## config.mk

```make
export PLATFORM = sky130hd
export DESIGN_NAME = alu_muldiv
export DESIGN_NICKNAME = d
export VERILOG_FILES = /design/src/rtl/alu_muldiv.sv
export SDC_FILE = /design/constraint.sdc
export NUM_CORES = 1
export LEC_CHECK = 0
export ABC_CLOCK_PERIOD_IN_PS = 4620
export BUFFER_PORTS_ARGS = -buffer_cell sky130_fd_sc_hd__buf_2
export CAP_MARGIN = 5
export CORE_UTILIZATION = 38
export DETAILED_ROUTE_END_ITERATION = 6
export HOLD_SLACK_MARGIN = 0.06
export SYNTH_ARGS = -nofsm -noshare
export SYNTH_HDL_FRONTEND = slang
export SYNTH_SLANG_ARGS = --single-unit
```

## constraint.sdc

```tcl
create_clock -name clk -period 4.62 [get_ports clk]
set_input_delay 0.924 -clock clk [delete_from_list [all_inputs] [get_ports clk]]
set_output_delay 0.924 -clock clk [all_outputs]
set_load 0.005 [all_outputs]
```

## src/rtl/alu_muldiv.sv

```systemverilog
// Iterative RV32M multiply/divide unit: radix-2 shift-add multiply and restoring
// divide on operand magnitudes, with sign fix-up and valid/ready handshakes.
module alu_muldiv #(
    parameter int XLEN  = 32,
    parameter int CNT_W = $clog2(XLEN) + 1
) (
    input  logic            clk,
    input  logic            rst_n,
    input  logic            flush,
    input  logic            in_valid,
    output logic            in_ready,
    input  logic [2:0]      op,
    input  logic [XLEN-1:0] src1,
    input  logic [XLEN-1:0] src2,
    output logic            out_valid,
    input  logic            out_ready,
    output logic [XLEN-1:0] result,
    output logic            busy
);

    typedef enum logic [1:0] {S_IDLE, S_CALC, S_FIX, S_DONE} state_t;

    localparam logic [XLEN-1:0] MIN_VAL = {1'b1, {(XLEN-1){1'b0}}};

    state_t              state_q, state_d;
    logic [2:0]          op_q, op_d;
    logic [XLEN-1:0]     a_q, a_d;
    logic [XLEN-1:0]     b_q, b_d;
    logic [XLEN-1:0]     result_q, result_d;
    logic [2*XLEN-1:0]   acc_q, acc_d;
    logic [CNT_W-1:0]    cnt_q, cnt_d;
    logic                neg_q, neg_d;
    logic                rneg_q, rneg_d;

    // Operand decode on the live inputs, used only on the accept cycle
    logic            s1_signed, s2_signed, s1_neg, s2_neg;
    logic            div_zero, div_ovf, is_div;
    logic [XLEN-1:0] mag1, mag2, special_res;

    always_comb begin
        s1_signed = (op == 3'd0) || (op == 3'd1) || (op == 3'd2) || (op == 3'd4) || (op == 3'd6);
        s2_signed = (op == 3'd0) || (op == 3'd1) || (op == 3'd4) || (op == 3'd6);
        s1_neg    = s1_signed && src1[XLEN-1];
        s2_neg    = s2_signed && src2[XLEN-1];
        mag1      = s1_neg ? -src1 : src1;
        mag2      = s2_neg ? -src2 : src2;
        is_div    = op[2];
        div_zero  = (src2 == '0);
        div_ovf   = ((op == 3'd4) || (op == 3'd6)) && (src1 == MIN_VAL) && (src2 == '1);
        if (div_zero) begin
            special_res = op[1] ? src1 : '1;
        end else begin
            special_res = op[1] ? '0 : src1;
        end
    end

    // One iteration step for each datapath; acc holds {hi, lo}
    logic [XLEN-1:0]   acc_hi, acc_lo;
    logic [XLEN:0]     mul_sum;
    logic [2*XLEN-1:0] mul_next;
    logic [XLEN:0]     r_shift;
    logic              r_ge;
    logic [XLEN-1:0]   r_diff, r_new;
    logic [2*XLEN-1:0] div_next;

    always_comb begin
        acc_hi   = acc_q[2*XLEN-1:XLEN];
        acc_lo   = acc_q[XLEN-1:0];
        mul_sum  = {1'b0, acc_hi} + (acc_lo[0] ? {1'b0, a_q} : '0);
        mul_next = {mul_sum, acc_lo[XLEN-1:1]};
        r_shift  = {acc_hi, acc_lo[XLEN-1]};
        r_ge     = (r_shift >= {1'b0, b_q});
        r_diff   = r_shift[XLEN-1:0] - b_q;
        r_new    = r_ge ? r_diff : r_shift[XLEN-1:0];
        div_next = {r_new, acc_lo[XLEN-2:0], r_ge};
    end

    logic [2*XLEN-1:0] prod_fix;
    logic [XLEN-1:0]   quo_fix, rem_fix, fix_res;

    always_comb begin
        prod_fix = neg_q ? -acc_q : acc_q;
        quo_fix  = neg_q ? -acc_lo : acc_lo;
        rem_fix  = rneg_q ? -acc_hi : acc_hi;
        case (op_q)
            3'd0:          fix_res = prod_fix[XLEN-1:0];
            3'd1, 3'd2,
            3'd3:          fix_res = prod_fix[2*XLEN-1:XLEN];
            3'd4, 3'd5:    fix_res = quo_fix;
            default:       fix_res = rem_fix;
        endcase
    end

    always_comb begin
        state_d  = state_q;
        op_d     = op_q;
        a_d      = a_q;
        b_d      = b_q;
        result_d = result_q;
        acc_d    = acc_q;
        cnt_d    = cnt_q;
        neg_d    = neg_q;
        rneg_d   = rneg_q;
        if (flush) begin
            state_d = S_IDLE;
        end else begin
            case (state_q)
                S_IDLE: begin
                    if (in_valid) begin
                        op_d   = op;
                        a_d    = mag1;
                        b_d    = mag2;
                        neg_d  = s1_neg ^ s2_neg;
                        rneg_d = s1_neg;
                        cnt_d  = CNT_W'(XLEN);
                        if (is_div && (div_zero || div_ovf)) begin
                            result_d = special_res;
                            state_d  = S_DONE;
                        end else begin
                            acc_d   = {{XLEN{1'b0}}, (is_div ? mag1 : mag2)};
                            state_d = S_CALC;
                        end
                    end
                end
                S_CALC: begin
                    acc_d = op_q[2] ? div_next : mul_next;
                    cnt_d = cnt_q - CNT_W'(1);
                    if (cnt_q == CNT_W'(1)) begin
                        state_d = S_FIX;
                    end
                end
                S_FIX: begin
                    result_d = fix_res;
                    state_d  = S_DONE;
                end
                default: begin
                    if (out_ready) begin
                        state_d = S_IDLE;
                    end
                end
            endcase
        end
    end

    always_ff @(posedge clk or negedge rst_n) begin
        if (!rst_n) begin
            state_q  <= S_IDLE;
            op_q     <= '0;
            a_q      <= '0;
            b_q      <= '0;
            result_q <= '0;
            acc_q    <= '0;
            cnt_q    <= '0;
            neg_q    <= 1'b0;
            rneg_q   <= 1'b0;
        end else begin
            state_q  <= state_d;
            op_q     <= op_d;
            a_q      <= a_d;
            b_q      <= b_d;
            result_q <= result_d;
            acc_q    <= acc_d;
            cnt_q    <= cnt_d;
            neg_q    <= neg_d;
            rneg_q   <= rneg_d;
        end
    end

    assign in_ready  = (state_q == S_IDLE);
    assign out_valid = (state_q == S_DONE);
    assign busy      = (state_q != S_IDLE);
    assign result    = result_q;

endmodule

```

## Word level (Yosys, flattened, before mapping)

Index checks and enable logic that the tools add are counted.

- Input bits: 72
- Output and inout port bits: 35
- Bits in writable memories: 0
- Logic and storage cells: 95
- Flip-flop bits (word level): 173
- Memories: 0
- Memory bits (read-only): 0
- Latch bits: 0

- Bitwise gates (word level): 2
- $mul: 0
- Add/subtract/negate cells: 8
- Eq/ne operators: 20
- Reductions and logical operators: 28
- Multiplexer cells: 27
- Magnitude comparators: 1
- Divide/modulo/power cells: 0
- Shifts and indexed selects: 0

Operators with widths:

| operator | number |
|---|---|
| $mux 32 | 12 |
| $mux 64 | 4 |
| $neg 32->32 | 4 |
| $pmux 64 s2 | 1 |
| $pmux 32 s3 | 1 |
| $eq 32x32->1 const B | 2 |
| $neg 64->64 | 1 |
| $pmux 32 s2 | 1 |
| $add 32x32->33 | 1 |
| $ge 33x32->1 | 1 |
| $logic_not 32->1 | 1 |
| $sub 32x32->32 | 1 |
| $eq 3x3->1 const B | 4 |
| $pmux 6 s2 | 1 |
| $mux 2 | 5 |
| $eq 3x2->1 const B | 3 |
| $reduce_and 3->1 | 3 |
| $logic_or 1x1->1 | 8 |
| $reduce_and 4->1 | 2 |
| $eq 3x1->1 const B | 2 |
| $eq 6x1->1 const B | 1 |
| $logic_not 3->1 | 2 |
| $mux 6 | 1 |
| $ne 3x3->1 const B | 2 |
| 14 further kinds | 22 |

## Logic depth before layout (Yosys ltp)

Gate-level depths: netlist of the first run.

- Depth in word-level cells: 11
- Gate-level depth with buffers: 15
- Depth with buffers taken out: 13

## Worst setup path after synthesis of the first run

No wires, ideal clock.

- Kind: input to register
- Start: input src2[0]
- End: register acc_q[58]
- Setup slack: 1212 ps
- Stages: 11
- Setup time: 126 ps
- Path buffers: 2
- Data required time: 4494 ps
- Arrival time: 3282 ps
- Cells stage by stage: inv_1 ha_1 or4b_1 nor4_1 and4_1 buf_2 a21bo_2 a211oi_1 and2_1 buf_2 a221o_1

- Cells in the longest elaborated chain, start to end: 6
- Elaborated cells on any way between the ends: 7
- Classes of those cells: 2 x eq/ne; 5 x reduce/logical

RTL lines:

| what | line | text |
|---|---|---|
| start, declared | 14 | `input logic [XLEN-1:0] src2,` |
| $eq 32x32->1 | 49 | `div_ovf = ((op == 3'd4) \|\| (op == 3'd6)) && (src1 == MIN_VAL) && (src2 == '1);` |
| $logic_and 1x1->1 | 49 |  |
| $logic_or 1x1->1 (*) | 116 | `if (is_div && (div_zero \|\| div_ovf)) begin` |
| $logic_and 1x1->1 (*) | 116 |  |
| $ne 2x2->1 (no source line) (*) | - |  |
| $reduce_and 4->1 (no source line) (*) | - |  |
| end signal, assigned | 152 | `acc_q <= '0;` |
| end signal, assigned | 162 | `acc_q <= acc_d;` |
| end, declared | 30 | `logic [2*XLEN-1:0] acc_q, acc_d;` |

Every way passes the cells marked *; elsewhere a longest branch is shown, timed or not.
A chain may end at the register's enable or synchronous reset.

## Worst setup path in the final report of the first run

- Start: register acc_q[33]
- End: register result_q[10] (netlist: result[10])

- Cells in the longest elaborated chain, start to end: 4
- Elaborated cells on any way between the ends: 6
- Classes of those cells: 2 x add/sub; 4 x mux

RTL lines:

| what | line | text |
|---|---|---|
| $neg 64->64 or $neg 32->32 (tied branches) | 82, 84 |  |
| $mux 64 or $mux 32 (tied branches) | 82, 84 |  |
| $pmux 32 s3 (*) | 85 | `case (op_q)` |
| $pmux 32 s2 (*) | 107 | `case (state_q)` |
| end signal, assigned | 161 | `result_q <= result_d;` |
| end, declared | 29 | `logic [XLEN-1:0] result_q, result_d;` |

Marks and branches as above.

==> summary.md, run 1 <==
| Metric | Value |
|---|---|
| Final Wtd Congestion | 1.01 |
| Critical path's slowest cell | nor4b_1 |
| Final critical-path share of the clock period | a little under 90% |
| Initial antenna violation count | 0 |
| Most frequent cells in the layout | nand2_1 (270), o21ai_0 (257), dfrtp_1 (171), nor2_1 (153), a21oi_1 (133) |
| Number of buffers created by CTS | 17 |
| Initial Util | 38.6% |
| CP Launch Type | flip-flop |
| CP cell instances | inv_1 -> ha_1 -> nor4b_1 -> nor4b_1 -> nand2_1 -> o21ai_0 -> nor2_1 -> a211oi_1 -> a21oi_1 -> o22ai_1 -> o21ai_0 |
| Final antenna-violating net count | 0 |
| Maximum vdd drop | 0.386 mV |
| WP data arrival | roughly 4400 ps |
| Detailed placement HPWL | between 40000 and 50000 um |
| CTS Root Cell | clkbuf_16 |
| Final Hold Fails | 0 |
| Rows | 75 |
| CTS sink cnt | between 150 and 200 |
| Register area share after synthesis | 26.6% |
| Vias in the first global route | about 16000 |
| Cells after Synth | approximately 2100 |
| Drt via density | roughly 6 |
| Gr usage total | 28.8% |
| Crit end category | flip-flop |
| H-tree Lvls | 4 |
| Share of cells above drive strength 1 | between 10% and 20% |
| Status | complete, no violations |
| Buf+Inv Stages, Crit Path | 1 |
| Setup CP Type | flip-flop to flip-flop |
| Slew @ Worst Pin | 1310 ps |
| Clock slew at reported path FFs | around 80 ps |
| Post-CTS setup buffer count | 0 |
| Reg2reg path depth | 11 |
| Crit-path max FO | 7 |
| Via count | about 17000 |
| Fin nets | ~2300 |
| Library cells used by synthesis | 80 |
| Syn_area_per_cell | around 7.7 um2 |
| CTS tree | yes |
| Minimum clock period | just over 4000 ps |
| DR pass1 iterations | 5 |
| Power density over the cells | 729 mW/mm2 |
| I/O Pins | 107 |
| Commonest register cell after synthesis | dfrtp_1 |
| Routed wire length | 62900 um |
| Max clock buf depth | 2 |
| CP max stage delay | approximately 640 ps |
| Horiz. Die Dim | ~210 um |
| Slew Viols, Final | 0 |
| Worst slew margin | roughly an eighth |
| Iter 0 DRT Violations | roughly 1700 |
| EDFF count, synth | 0 |
| Largest net degree at the start of global routing | 81 |
| Synth-to-layout area growth | 10.5% |
| Data required, critical path | just under 5000 ps |
| Clk_skew | roughly 13 ps |
| Post-Syn Area | between 0.015 and 0.02 mm2 |
| Final TNS setup | 0 ps |
| Crit path max-delay family | simple AND/OR/NAND/NOR gates |
| Syn_nets | between 2000 and 2500 |
| Critical path depth | 11 |
| Global-route wire length before repair | approximately 95000 um |
| Worst-skew pair later-pin latency | between 400 and 500 ps |
| Hold_buf cts | 0 |
| Resize count post-CTS | 0 |
| RSZ-0062 raised after global routing | no |
| Hold Crit Class | flip-flop to flip-flop |
| Die area | approximately 0.044 mm2 |
| Global route overflow | 0 |
| Ys async rst share | 100% |
| Filler Cell Count | about 4300 |
| Max frequency | between 200 and 250 MHz |
| WL per Instance | approximately 23 um |
| Synth Register Bits | approximately 170 |
| Final WS setup | 585 ps |
| Port bufs | between 100 and 150 |
| Worst hold stages | 2 |
| Die height | around 210 um |
| Core area | approximately 0.042 mm2 |
| Leakage power | around 0.0079 uW |
| Remaining routing DRC violations | 0 |
| Max-cap violations | 0 |
| Final setup violation count | 0 |
| Commonest non-fill, non-tap cell in the layout | nand2_1 |
| Setup WS pre-CTS | around 520 ps |
| Warnings from Yosys | 0 |
[cells in the mapped netlist (26+ instances only)]
library cell | instances | area, um2
clkbuf_1 | 112 | 420
xor2_1 | 98 | 858
inv_1 | 75 | 282
a21oi_1 | 133 | 666
and2_1 | 37 | 231
xnor2_1 | 75 | 657
o21ai_0 | 257 | 1290
o31ai_1 | 34 | 255
nand3_1 | 27 | 135
nand2_1 | 271 | 1020
nor3_1 | 41 | 205
mux2i_1 | 74 | 741
a211oi_1 | 26 | 195
maj3_1 | 29 | 290
a21o_1 | 38 | 285
dfrtp_1 | 173 | 4330
nor2_1 | 153 | 574
ha_1 | 75 | 938
[through the flow]
step	hold slack, ps	utilization (%)	total power, uW	instance area, um2	instances
global placement	460	41.2	11200	17400	2659
detailed placement	465	41.2	11300	17400	2659
finish	472	42.7	13100	18000	2692
CTS	480	42.7	13000	18000	2691
global route	485	42.7	14100	18000	2691
floorplan	442	-	8760	16300	2109
[layout make-up]
| type | count | area (um2) | share of cell area, % |
|---|---|---|---|
| Multi-Input combinational cell | 1717 | 11100 | 61.8 |
| Tap cell | 539 | 674 | 3.75 |
| Timing Repair Buffer | 154 | 947 | 5.26 |
| Antenna cell | 1 | 2.50 | 0.0139 |
| Clock inverter | 13 | 189 | 1.05 |
| Inverter | 76 | 285 | 1.59 |
| Sequential cell | 173 | 4330 | 24.1 |
| Clock buffer | 19 | 443 | 2.46 |
[state kept, by name, summed over array words and instances, names as in the netlist]
name,count
acc_q,64
state_q,2
neg_q,1
rneg_q,1
result,32
b_q,32
op_q,3
cnt_q,6
a_q,32
[report_power, final]
part           internal, uW  leakage [uW]  switching, uW
Combinational          3160       0.00538           5240
Sequential             2150       0.00221            928
Clock                   923      0.000304            701
[metal layers]
metal,wire length [um],vias up,global-route usage [%]
li1,-,7700,-
met1,26500,7940,38.0
met2,28300,778,45.4
met3,4530,173,4.00
met4,3660,0,16.4
met5,0,-,0
[final timing paths]
path,start,end,slack [ps]
min reg2reg,result[16],result[16],470
max in group asynchronous,rst_n,b_q[22],3170
min,result[16],result[16],470
max,acc_q[33],result[10],580
min in group asynchronous,rst_n,result[24],520
max reg2reg,acc_q[33],result[10],580
[tightest hold or removal path: stages (launching register included)]
cell,delay (ps)
dfrtp_1,340
nand2_1,50
o21ai_0,60
[cell families after synthesis]
group | count (synthesis) | synth area share, %
AOI/OAI and AO/OA | 672 | 25.7
muxes | 83 | 5.17
and+or+nand+nor | 683 | 20.1
xor gates and xnor gates | 173 | 9.31
adders and majority gates | 106 | 7.79
buffers and inverters | 219 | 5.32
DFF | 173 | 26.6
No activity file was read; power rests on OpenSTA's default activity.
==> run 2: changes to the inputs <==
--- a/config.mk
+++ b/config.mk
@@ -8,6 +8,7 @@
 export ABC_CLOCK_PERIOD_IN_PS = 4620
 export BUFFER_PORTS_ARGS = -buffer_cell sky130_fd_sc_hd__buf_2
 export CAP_MARGIN = 5
+export CORE_ASPECT_RATIO = 0.8
 export CORE_UTILIZATION = 38
 export DETAILED_ROUTE_END_ITERATION = 6
 export HOLD_SLACK_MARGIN = 0.06
==> summary.md, run 2 (same netlist as run 1, synthesis figures left out) <==
| Metric | Value |
|---|---|
| Status | complete, but fails checks |
| Violated checks | design-rule violations |
| Maximum vdd drop | 0.352 mV |
| Multi-input gate area | approximately 0.011 mm2 |
| RR Startpoint | acc_q[0] |
| Via count | between 15000 and 20000 |
| CP cell instances | nand2_1 -> inv_1 -> ha_1 -> a211o_1 -> a21oi_1 -> a211oi_1 -> o21ai_0 -> o21ai_0 -> a31oi_1 -> mux2i_1 -> o311ai_0 -> o21ai_0 |
| Iter 0 DRT Violations | around 2200 |
| CTS sink cnt | between 150 and 200 |
| Largest register FFs | 64 |
| Net Switching | roughly 7300 uW |
| Sw frac | between 50% and 60% |
| H-tree Lvls | 4 |
| Synth-to-layout area growth | 11.2% |
| Power density over the cells | ~740 mW/mm2 |
| Core area | around 0.042 mm2 |
| Buf+Inv Stages, Crit Path | 1 |
| CTS tree | yes |
| Max frequency | approximately 240 MHz |
| Rows | 67 |
| Initial antenna violation count | 1 |
| Max-cap violations | 0 |
| Worst-skew pair later-pin latency | 470 ps |
| Clk_skew | between 10 and 15 ps |
| Hold_buf cts | 0 |
| Global route overflow | 0 |
| Final antenna-violating net count | 0 |
| N_diodes | 0 |
| Number of buffers created by CTS | 17 |
| Final setup violation count | 0 |
| Clock slew at reported path FFs | approximately 80 ps |
| RSZ-0062 raised after global routing | no |
| Drt via density | 6.15 |
| Reg area | about 0.0043 mm2 |
| Port bufs | about 110 |
| Data required, critical path | 4960 ps |
| R2r endpoint | acc_q[62] |
| Remaining routing DRC violations | 5 |
| Final Wtd Congestion | roughly 1 |
| GRT met1 Usage | a little under half |
| Die area | approximately 0.044 mm2 |
| Global-route wire length before repair | approximately 98000 um |
| Clock network fraction of total power | approximately 11% |
| Leakage power | 0.00797 uW |
| GR Layer Usage met3 | 6.95% |
| Routed wire length | 65800 um |
| Hold WS | 479 ps |
| Horiz. Die Dim | about 230 um |
| I/O Pins | roughly 110 |
| CP Launch Type | flip-flop |
| Grt peak-use layer | met1 |
| Crit path max-delay family | compound AO/OA/AOI/OAI gates |
| Critical path's slowest cell | dfrtp_1 |
| Combinational share of power | between 60 and 70% |
| Final Hold Fails | 0 |
| Met2 usage | 42.0% |
| Most frequent cells in the layout | nand2_1 (270), o21ai_0 (257), dfrtp_1 (171), nor2_1 (153), a21oi_1 (133) |
| Final critical-path share of the clock period | 89.3% |
| Filler Cell Count | approximately 4300 |
| Crit-path max FO | 17 |
| Vias in the first global route | about 16000 |
| Hold Crit Class | input port to asynchronous set/reset pin |
| DR pass1 iterations | 7 |
| CTS Root Cell | clkbuf_16 |
| WL per Instance | between 20 and 25 um |
| Cell repeated most along the worst path | o21ai_0 |
| Crit end category | flip-flop |
| Reg2reg path depth | 12 |
| WP data arrival | between 4000 and 5000 ps |
| Fin nets | ~2300 |
| Gr usage total | between 30% and 40% |
| Minimum clock period | between 4000 and 5000 ps |
| Most flop-heavy register | acc_q |
| Worst slew margin | around 20% |
| Max clock buf depth | 2 |
| Share of power burned in registers | between 20% and 30% |
| Slew @ Worst Pin | about 1200 ps |
| Resize count post-CTS | 0 |
| Int Pwr | approximately 6200 uW |
| Final TNS setup | 0 ps |
| Detailed placement HPWL | 51400 um |
| Worst reg-to-reg setup slack | approximately 500 ps |
| Initial Util | 38.7% |
| Setup CP Type | flip-flop to flip-flop |
| Share of cells above drive strength 1 | a little under an eighth |
| Post-CTS setup buffer count | 0 |
| Commonest non-fill, non-tap cell in the layout | nand2_1 |
| Die height | ~190 um |
| Slew Viols, Final | 0 |
| CP max stage delay | about 700 ps |
| Largest net degree at the start of global routing | approximately 110 |
## run 2: cell type report
| class | count | area share (%) |
|---|---|---|
| Inverter | 76 | 1.58 |
| Timing Repair Buffer | 171 | 6.02 |
| Clock buffer | 17 | 2.35 |
| Sequential cell | 173 | 23.9 |
| Multi-Input combinational cell | 1717 | 61.4 |
| Clock inverter | 15 | 0.905 |
| Tap cell | 552 | 3.81 |
## run 2: metal layers
metal  up-vias  part of all wire (%)
li1       7726                     -
met1      8139                    47
met2       769                    41
met3       110                   9.4
met4         0                   2.9
met5         -                     0
## run 2: power by group through the flow
stage / clock (uW) / combinational, uW / sequential, uW
final: 1520 / 8830 / 3080
after global routing: 1600 / 9610 / 3150
after CTS: 1540 / 8600 / 3040
after detailed placement: 0 / 8560 / 3070
after global placement: 0 / 8510 / 3050
after floorplan: 0 / 6180 / 2580
## run 2: worst max-delay path by stage
stage / startpoint / depth (start not counted) / to
6_report: acc_q[0] / 12 / acc_q[62]
5_1_grt: acc_q[0] / 12 / acc_q[62]
4_1_cts: src1[20] / 9 / acc_q[54]
3_5_place_dp: src1[20] / 9 / acc_q[54]
3_3_place_gp: src1[20] / 9 / acc_q[54]
2_1_floorplan: src2[0] / 11 / acc_q[58]
## run 2: through the flow
step	utilization [%]	setup WS, ps	total power, uW	area, um2	std cells
detailed placement	41.6	177	11600	17500	2689
global route	43.0	314	14400	18100	2721
floorplan	-	1210	8760	16300	2109
finish	43.0	495	13400	18100	2721
CTS	43.0	683	13200	18100	2721
global placement	41.6	258	11600	17500	2689
## run 2: worst reg2reg max path: stages (launching register included)
cell and delay (ps):
dfrtp_1 720, nand2_1 200, inv_1 100, ha_1 230
a211o_1 310, a21oi_1 300, a211oi_1 220, o21ai_0 620
o21ai_0 380, a31oi_1 340, mux2i_1 110, o311ai_0 340
o21ai_0 120
